`config.mk`:
```
export PLATFORM = sky130hd
export DESIGN_NAME = mem_stage_ctrl_flat
export DESIGN_NICKNAME = d
export VERILOG_FILES = /design/src/rtl/mem_stage_ctrl_if.sv /design/src/rtl/mem_stage_ctrl.sv /design/src/flat_wrapper.sv
export SDC_FILE = /design/constraint.sdc
export NUM_CORES = 1
export LEC_CHECK = 0
export BUFFER_PORTS_ARGS = -buffer_cell sky130_fd_sc_hd__buf_4
export CORE_MARGIN = 5
export CORE_UTILIZATION = 34
export CTS_CLUSTER_SIZE = 8
export DETAILED_ROUTE_END_ITERATION = 12
export GPL_ROUTABILITY_DRIVEN = 0
export GPL_TIMING_DRIVEN = 0
export SETUP_SLACK_MARGIN = 0.5
export SLEW_MARGIN = 20
export SYNTH_ARGS = -nofsm -noshare
export SYNTH_HDL_FRONTEND = slang
export SYNTH_SLANG_ARGS = --single-unit
```
`constraint.sdc`:
```
create_clock -name clk -period 3.2 [get_ports clk]
set_input_delay 0.48 -clock clk [delete_from_list [all_inputs] [get_ports clk]]
set_output_delay 0.48 -clock clk [all_outputs]
set_load 0.03 [all_outputs]
```
`src/rtl/mem_stage_ctrl_if.sv`:
```
// mem_stage_ctrl_if
// Bundles the three buses seen by the memory stage:
//   EX/MEM side : wb_en, mem_read_en, mem_write_en, alu_res, val_rm, dest (in), freeze (out)
//   SRAM side   : sram_addr, sram_wdata, sram_we_n (out), sram_rdata (in)
//   MEM/WB side : wb_en_out, mem_read_en_out, alu_res_out, mem_data_out, dest_out (out)
// slave  = memory stage view, master = surrounding pipeline / SRAM view.
interface mem_stage_ctrl_if;
    logic        wb_en;
    logic        mem_read_en;
    logic        mem_write_en;
    logic [31:0] alu_res;
    logic [31:0] val_rm;
    logic [3:0]  dest;
    logic        freeze;

    logic [17:0] sram_addr;
    logic [15:0] sram_wdata;
    logic        sram_we_n;
    logic [15:0] sram_rdata;

    logic        wb_en_out;
    logic        mem_read_en_out;
    logic [31:0] alu_res_out;
    logic [31:0] mem_data_out;
    logic [3:0]  dest_out;

    modport slave (
        input  wb_en, mem_read_en, mem_write_en, alu_res, val_rm, dest, sram_rdata,
        output freeze, sram_addr, sram_wdata, sram_we_n,
               wb_en_out, mem_read_en_out, alu_res_out, mem_data_out, dest_out
    );

    modport master (
        output wb_en, mem_read_en, mem_write_en, alu_res, val_rm, dest, sram_rdata,
        input  freeze, sram_addr, sram_wdata, sram_we_n,
               wb_en_out, mem_read_en_out, alu_res_out, mem_data_out, dest_out
    );
endinterface

```
`src/rtl/mem_stage_ctrl.sv`:
```
// mem_stage_ctrl
// Memory stage: performs the data-memory access for the instruction held in
// EX/MEM over a 16-bit SRAM (each word = low half-word then high half-word,
// each phase held WAIT_CYCLES cycles), stalls upstream with freeze while the
// access is in flight, and holds the MEM/WB pipeline register.
// Ports:
//   clk  - rising-edge clock
//   rst  - asynchronous active-low reset
//   bus  - mem_stage_ctrl_if.slave (EX/MEM inputs, SRAM port, MEM/WB outputs)
module mem_stage_ctrl #(
    parameter logic [31:0] BASE_ADDR   = 32'd1024,
    parameter int          WAIT_CYCLES = 2
) (
    input  logic           clk,
    input  logic           rst,
    mem_stage_ctrl_if.slave bus
);

    localparam int CW = (WAIT_CYCLES > 1) ? $clog2(WAIT_CYCLES) : 1;

    typedef enum logic [1:0] {IDLE, LO, HI, DONE} state_t;

    state_t        r_state, w_next;
    logic [CW-1:0] r_cnt;
    logic          r_is_rd;
    logic [16:0]   r_word;
    logic [31:0]   r_wdata;
    logic [31:0]   r_rdata;
    logic [17:0]   r_sram_addr;
    logic [15:0]   r_sram_wdata;

    logic          w_req;
    logic          w_last;
    logic          w_freeze;
    logic [16:0]   w_word;

    assign w_req  = bus.mem_read_en | bus.mem_write_en;
    // Offset from BASE_ADDR wraps modulo 2^32; keep word bits [18:2].
    assign w_word = 17'((bus.alu_res - BASE_ADDR) >> 2);
    assign w_last = (r_cnt == CW'(WAIT_CYCLES - 1));

    always_comb begin
        w_next   = r_state;
        w_freeze = 1'b0;
        case (r_state)
            IDLE: if (w_req) begin
                w_freeze = 1'b1;
                w_next   = LO;
            end
            LO: begin
                w_freeze = 1'b1;
                if (w_last) w_next = HI;
            end
            HI: begin
                w_freeze = 1'b1;
                if (w_last) w_next = DONE;
            end
            // The request is still presented here (EX/MEM only advances on
            // this edge), so DONE must not look at it.
            DONE: w_next = IDLE;
            default: w_next = IDLE;
        endcase
    end

    // Reset is gated in so freeze drops immediately on an asynchronous reset.
    assign bus.freeze     = w_freeze & rst;
    assign bus.sram_we_n  = ~(((r_state == LO) || (r_state == HI)) & ~r_is_rd);
    assign bus.sram_addr  = r_sram_addr;
    assign bus.sram_wdata = r_sram_wdata;

    always_ff @(posedge clk or negedge rst) begin
        if (!rst) begin
            r_state             <= IDLE;
            r_cnt               <= '0;
            r_is_rd             <= 1'b0;
            r_word              <= '0;
            r_wdata             <= '0;
            r_rdata             <= '0;
            r_sram_addr         <= '0;
            r_sram_wdata        <= '0;
            bus.wb_en_out       <= 1'b0;
            bus.mem_read_en_out <= 1'b0;
            bus.alu_res_out     <= '0;
            bus.mem_data_out    <= '0;
            bus.dest_out        <= '0;
        end else begin
            r_state <= w_next;

            case (r_state)
                IDLE: if (w_req) begin
                    // Read wins when both strobes are set.
                    r_is_rd      <= bus.mem_read_en;
                    r_word       <= w_word;
                    r_wdata      <= bus.val_rm;
                    r_cnt        <= '0;
                    r_sram_addr  <= {w_word, 1'b0};
                    r_sram_wdata <= bus.val_rm[15:0];
                end
                LO: begin
                    if (w_last) begin
                        r_cnt         <= '0;
                        r_rdata[15:0] <= bus.sram_rdata;
                        r_sram_addr   <= {r_word, 1'b1};
                        r_sram_wdata  <= r_wdata[31:16];
                    end else begin
                        r_cnt <= r_cnt + CW'(1);
                    end
                end
                HI: begin
                    if (w_last) begin
                        r_cnt          <= '0;
                        r_rdata[31:16] <= bus.sram_rdata;
                    end else begin
                        r_cnt <= r_cnt + CW'(1);
                    end
                end
                default: ;
            endcase

            // MEM/WB: bubble while frozen so write-back fires once per op.
            if (w_freeze) begin
                bus.wb_en_out       <= 1'b0;
                bus.mem_read_en_out <= 1'b0;
            end else begin
                bus.wb_en_out       <= bus.wb_en;
                bus.mem_read_en_out <= bus.mem_read_en;
                bus.alu_res_out     <= bus.alu_res;
                bus.dest_out        <= bus.dest;
                if ((r_state == DONE) && r_is_rd)
                    bus.mem_data_out <= r_rdata;
            end
        end
    end

endmodule

```
`src/flat_wrapper.sv`:
```
// flat-port wrapper written by rule: the top's interface ports become plain ports
module mem_stage_ctrl_flat 
#(
    parameter logic [31:0] BASE_ADDR   = 32'd1024,
    parameter int          WAIT_CYCLES = 2
)
  (clk, rst, bus_wb_en, bus_mem_read_en, bus_mem_write_en, bus_alu_res, bus_val_rm, bus_dest, bus_sram_rdata, bus_freeze, bus_sram_addr, bus_sram_wdata, bus_sram_we_n, bus_wb_en_out, bus_mem_read_en_out, bus_alu_res_out, bus_mem_data_out, bus_dest_out);
  mem_stage_ctrl_if bus_i ();
  input  logic clk;
  input  logic rst;
  input wire logic [$bits(bus_i.wb_en)-1:0] bus_wb_en;
  input wire logic [$bits(bus_i.mem_read_en)-1:0] bus_mem_read_en;
  input wire logic [$bits(bus_i.mem_write_en)-1:0] bus_mem_write_en;
  input wire logic [$bits(bus_i.alu_res)-1:0] bus_alu_res;
  input wire logic [$bits(bus_i.val_rm)-1:0] bus_val_rm;
  input wire logic [$bits(bus_i.dest)-1:0] bus_dest;
  input wire logic [$bits(bus_i.sram_rdata)-1:0] bus_sram_rdata;
  output wire logic [$bits(bus_i.freeze)-1:0] bus_freeze;
  output wire logic [$bits(bus_i.sram_addr)-1:0] bus_sram_addr;
  output wire logic [$bits(bus_i.sram_wdata)-1:0] bus_sram_wdata;
  output wire logic [$bits(bus_i.sram_we_n)-1:0] bus_sram_we_n;
  output wire logic [$bits(bus_i.wb_en_out)-1:0] bus_wb_en_out;
  output wire logic [$bits(bus_i.mem_read_en_out)-1:0] bus_mem_read_en_out;
  output wire logic [$bits(bus_i.alu_res_out)-1:0] bus_alu_res_out;
  output wire logic [$bits(bus_i.mem_data_out)-1:0] bus_mem_data_out;
  output wire logic [$bits(bus_i.dest_out)-1:0] bus_dest_out;
  assign bus_i.wb_en = bus_wb_en;
  assign bus_i.mem_read_en = bus_mem_read_en;
  assign bus_i.mem_write_en = bus_mem_write_en;
  assign bus_i.alu_res = bus_alu_res;
  assign bus_i.val_rm = bus_val_rm;
  assign bus_i.dest = bus_dest;
  assign bus_i.sram_rdata = bus_sram_rdata;
  assign bus_freeze = bus_i.freeze;
  assign bus_sram_addr = bus_i.sram_addr;
  assign bus_sram_wdata = bus_i.sram_wdata;
  assign bus_sram_we_n = bus_i.sram_we_n;
  assign bus_wb_en_out = bus_i.wb_en_out;
  assign bus_mem_read_en_out = bus_i.mem_read_en_out;
  assign bus_alu_res_out = bus_i.alu_res_out;
  assign bus_mem_data_out = bus_i.mem_data_out;
  assign bus_dest_out = bus_i.dest_out;
  mem_stage_ctrl #(.BASE_ADDR(BASE_ADDR), .WAIT_CYCLES(WAIT_CYCLES)) u_core (.clk(clk), .rst(rst), .bus(bus_i));
endmodule
```
==> run_results.csv <==
group,metric,value,unit
run_status,status,"finished clean",
cts,cts_sinks,173,
worst_setup_path,cp_top_family,"buffers and inverters",
finish,drive_gt1_frac,0.521,
cts,root_buffer,"clkbuf_16",
timing,period_share,0.787,
yosys,yosysTopAreaCell,"dfrtp_1",
yosys,yosysUniqueCellTypes,35,
timing,rsz0062_at_grt,"no",
cts,cts_buffers,17,
yosys,yosysWarnings,0,
worst_setup_path,crit_path_max_incr_delay,0.40,ns
global_route,grt_use_total,0.148,
yosys,ys_ff_latch,173,
timing,finalSetupTns,0,ns
yosys,yosysSeqAreaShare,0.625,
yosys,synth_area,6930,sq um
route,num_vias,4583,
timing,finalCriticalPeriod,2.52,ns
yosys,syn_avg_cell_area,14.0,sq um
cts,cts_tree,"built",
floorplanning,die-area,23300,sq um
yosys,synthesis.nets,589,
cts,htreeDepth,4,
cts,clk_latency,0.42,ns
placed_design,hpwl,12.5,mm
route,first_pass_iters,4,
power_and_ir_drop,netSwitchingPower,4.63,mW
worst_setup_path,start_kind,"register",
timing,setup_viol_count_final,0,
worst_setup_path,cp_cell_sequence,"inv_1 > ha_2 > o21ai_4 > a21oi_4 > clkbuf_4 > and2_1 > buf_4",
timing,report.final.slew_viol_count,0,
power_and_ir_drop,combPwrFrac,0.490,
yosys,syn_inst,495,
worst_setup_path,r2r-end,"u_core.bus.alu_res_out[8]$_DFFE_PN0N_",
yosys,synthTopCellsByArea,"dfrtp_1 62%, mux2_2 20%, mux2i_1 3.6%",
worst_setup_path,critPathArrivalTime,2.04,ns
timing,maxSlewHeadroom,0.512,
worst_setup_path,crit_fanout,10,
finish,diodes,0,
finish,area_delta_synth_final,34.9,%
yosys,async_flop_share,1.00,
yosys,synth_edf_count,0,
power_and_ir_drop,power_density,1230,nW/um^2
global_route,grt_pass1_vias,5090,
power_and_ir_drop,irDropWorstVdd,614,uV
timing,fin_hold_ws,0.0262,ns
timing,finClkSkew,0.00961,ns
floorplanning,std_cell_rows,52,
flow_run,cap_violations,0,
power_and_ir_drop,p_int,6.91,mW
timing,hold_viol_final,0,
power_and_ir_drop,switching_share,0.401,
yosys,synth_top_area_frac,0.625,
power_and_ir_drop,power,11.5,mW
power_and_ir_drop,power_frac_seq,0.339,
worst_setup_path,critical_path_class,"register to output port",
global_route,grt_most_used_layer,"met2",
route,wire_per_inst,17.0,microns
placed_design,io_buffers,194,
floorplanning,die_w,153,microns
min_path,worstHoldPathType,"primary input to async pin",
yosys,synthFlopType,"dfrtp_1",
route,viasPerCell,4.62,
floorplanning,ios,195,
timing,worst_pin_slew,0.731,ns
finish,nNetsFinal,804,
worst_setup_path,reg2reg_slack,1.19,ns
route,drc,0,
worst_setup_path,cp_slowest_cell,"dfrtp_1",
power_and_ir_drop,power.leakage,4.31,nW
floorplanning,start_util,0.344,
power_and_ir_drop,pwr-share-clk,0.171,
worst_setup_path,crit_required,2.72,ns
worst_setup_path,reg2reg_depth,7,
finish,fill_cells,1863,
route,routed_wl,16.9,mm
cts,clockBufferDepth,2,
route,antenna_left,0,
cts,cts-hold-fix-buffers,0,
global_route,grt_util_met2,0.241,
global_route,grt_overflow,0,
global_route,grt.met3_usage,0.0551,
route,drt_iter0_markers,123,
floorplanning,chipHeight,153,microns
global_route,antenna_found_initial,0,
timing,fmax,0.397,GHz
worst_setup_path,r2r_start,"u_core.r_state[1]$_DFFE_PN0P_",
worst_setup_path,crit_buf_inv,3,
global_route,grt_pass1_wl,27.4,mm
worst_setup_path,end_kind,"output port",
floorplanning,design.core.area,20200,sq um
global_route,grt_max_degree,96,
global_route,grt_use_met1,0.187,
cts,cts.reportedPaths.clkPinSlew,0.07,ns
==> cells by family (layout without fill, tap and decap cells) <==
| kind of cell | count (synthesis) | after routing | synth area share |
|---|---|---|---|
| compound gates | 54 | 54 | 0.0430 |
| flops | 173 | 173 | 0.625 |
| buf+inv | 30 | 258 | 0.0213 |
| mux | 149 | 149 | 0.238 |
| fa+ha+maj | 5 | 5 | 0.00903 |
| simple gates | 77 | 77 | 0.0554 |
| xor+xnor | 7 | 7 | 0.00885 |
==> cell usage in the layout, fill, tap and decap left out, types with 2 or more instances in the layout <==
master / count
clkbuf_16: 17
mux2i_1: 25
dfrtp_1: 173
clkbuf_1: 4
a21oi_1: 4
buf_4: 194
ha_1: 4
o211ai_1: 2
buf_2: 14
o21ai_1: 14
clkinvlp_4: 4
nand3_1: 2
nor3_1: 2
nor2b_1: 3
buf_6: 2
nand2_1: 49
clkinv_2: 2
o21ai_0: 29
xnor2_1: 7
clkinv_4: 2
buf_1: 3
inv_6: 4
nor2_1: 9
nor4_4: 2
mux2_2: 123
nor3b_1: 3
inv_1: 6
==> per-layer routing <==
layer | part of all wire | up-vias
met5 | 0 | -
li1 | - | 2158
met4 | 0.013 | 0
met3 | 0.066 | 19
met1 | 0.43 | 2275
met2 | 0.49 | 131
==> worst max path at each step <==
stage | from | cells past startpoint | to
after floorplan | u_core.r_state[0]$_DFFE_PN0P_ | 6 | bus_freeze
after global placement | rst | 3 | bus_freeze
after detailed placement | u_core.r_state[1]$_DFFE_PN0P_ | 7 | bus_freeze
after CTS | u_core.r_state[1]$_DFFE_PN0P_ | 7 | bus_freeze
after global routing | u_core.r_state[1]$_DFFE_PN0P_ | 7 | bus_freeze
final | u_core.r_state[1]$_DFFE_PN0P_ | 7 | bus_freeze
==> flip-flops by register name, summed over array words and instances, names as in the netlist <==
| signal | flops |
|---|---|
| u_core.r_word | 17 |
| u_core.bus.mem_data_out | 32 |
| u_core.bus.sram_wdata | 16 |
| u_core.r_state | 2 |
| u_core.bus.dest_out | 4 |
| u_core.bus.mem_read_en_out | 1 |
| u_core.bus.wb_en_out | 1 |
| u_core.r_wdata | 16 |
| u_core.r_cnt | 1 |
| u_core.bus.sram_addr | 18 |
| u_core.bus.alu_res_out | 32 |
| u_core.r_rdata | 32 |
| u_core.r_is_rd | 1 |
==> timing repair <==
item,4_1_cts,5_1_grt
cloned,0,0
setup buffers,1,0
endpoints found under the setup margin,1,1
resized for setup,2,2
pin swaps,1,0
==> final cells by class <==
cell class              instances  area [sq um]  share of cell area
flip-flops and latches        173          4330               0.463
multi-input cells             292          2470               0.264
repair buffers                196          1500               0.160
clock buffers                  18           429              0.0459
well taps                     270           338              0.0361
clock inverters                14           134              0.0143
plain buffers                  24           128              0.0137
inverters                       6          22.5             0.00241
==> stage by stage <==
| stage | cells | cell area (sq um) | setup WS [ns] | utilization |
|---|---|---|---|---|
| after floorplan | 495 | 6930 | 1.17 | - |
| after global placement | 959 | 8720 | 0.118 | 0.433 |
| after detailed placement | 960 | 8760 | 0.712 | 0.434 |
| after CTS | 993 | 9340 | 0.535 | 0.463 |
| after global routing | 993 | 9350 | 0.529 | 0.464 |
| final | 993 | 9350 | 0.682 | 0.464 |
==> cell usage after synthesis, types with 2 or more instances <==
| library cell | count |
|---|---|
| dfrtp_1 | 173 |
| nor4_4 | 2 |
| nand2_1 | 49 |
| o21ai_1 | 14 |
| mux2i_1 | 25 |
| nand3_1 | 2 |
| a21oi_1 | 4 |
| nor3b_1 | 3 |
| buf_1 | 3 |
| nor2_1 | 9 |
| buf_6 | 2 |
| xnor2_1 | 7 |
| o21ai_0 | 29 |
| nor2b_1 | 3 |
| mux2_2 | 123 |
| ha_1 | 5 |
| inv_1 | 6 |
| clkbuf_1 | 3 |
| nor3_1 | 2 |
| buf_2 | 15 |
| o211ai_1 | 2 |
==> power by group through the flow <==
stage	combinational, mW	clock (mW)	sequential, mW
6_report	5.65	1.97	3.91
5_1_grt	6.09	2.13	4.06
3_5_place_dp	5.71	0	3.96
4_1_cts	5.77	2.04	3.93
3_3_place_gp	5.57	0	3.88
2_1_floorplan	2.46	0	5.13
Power figures use the tool's default switching activity.
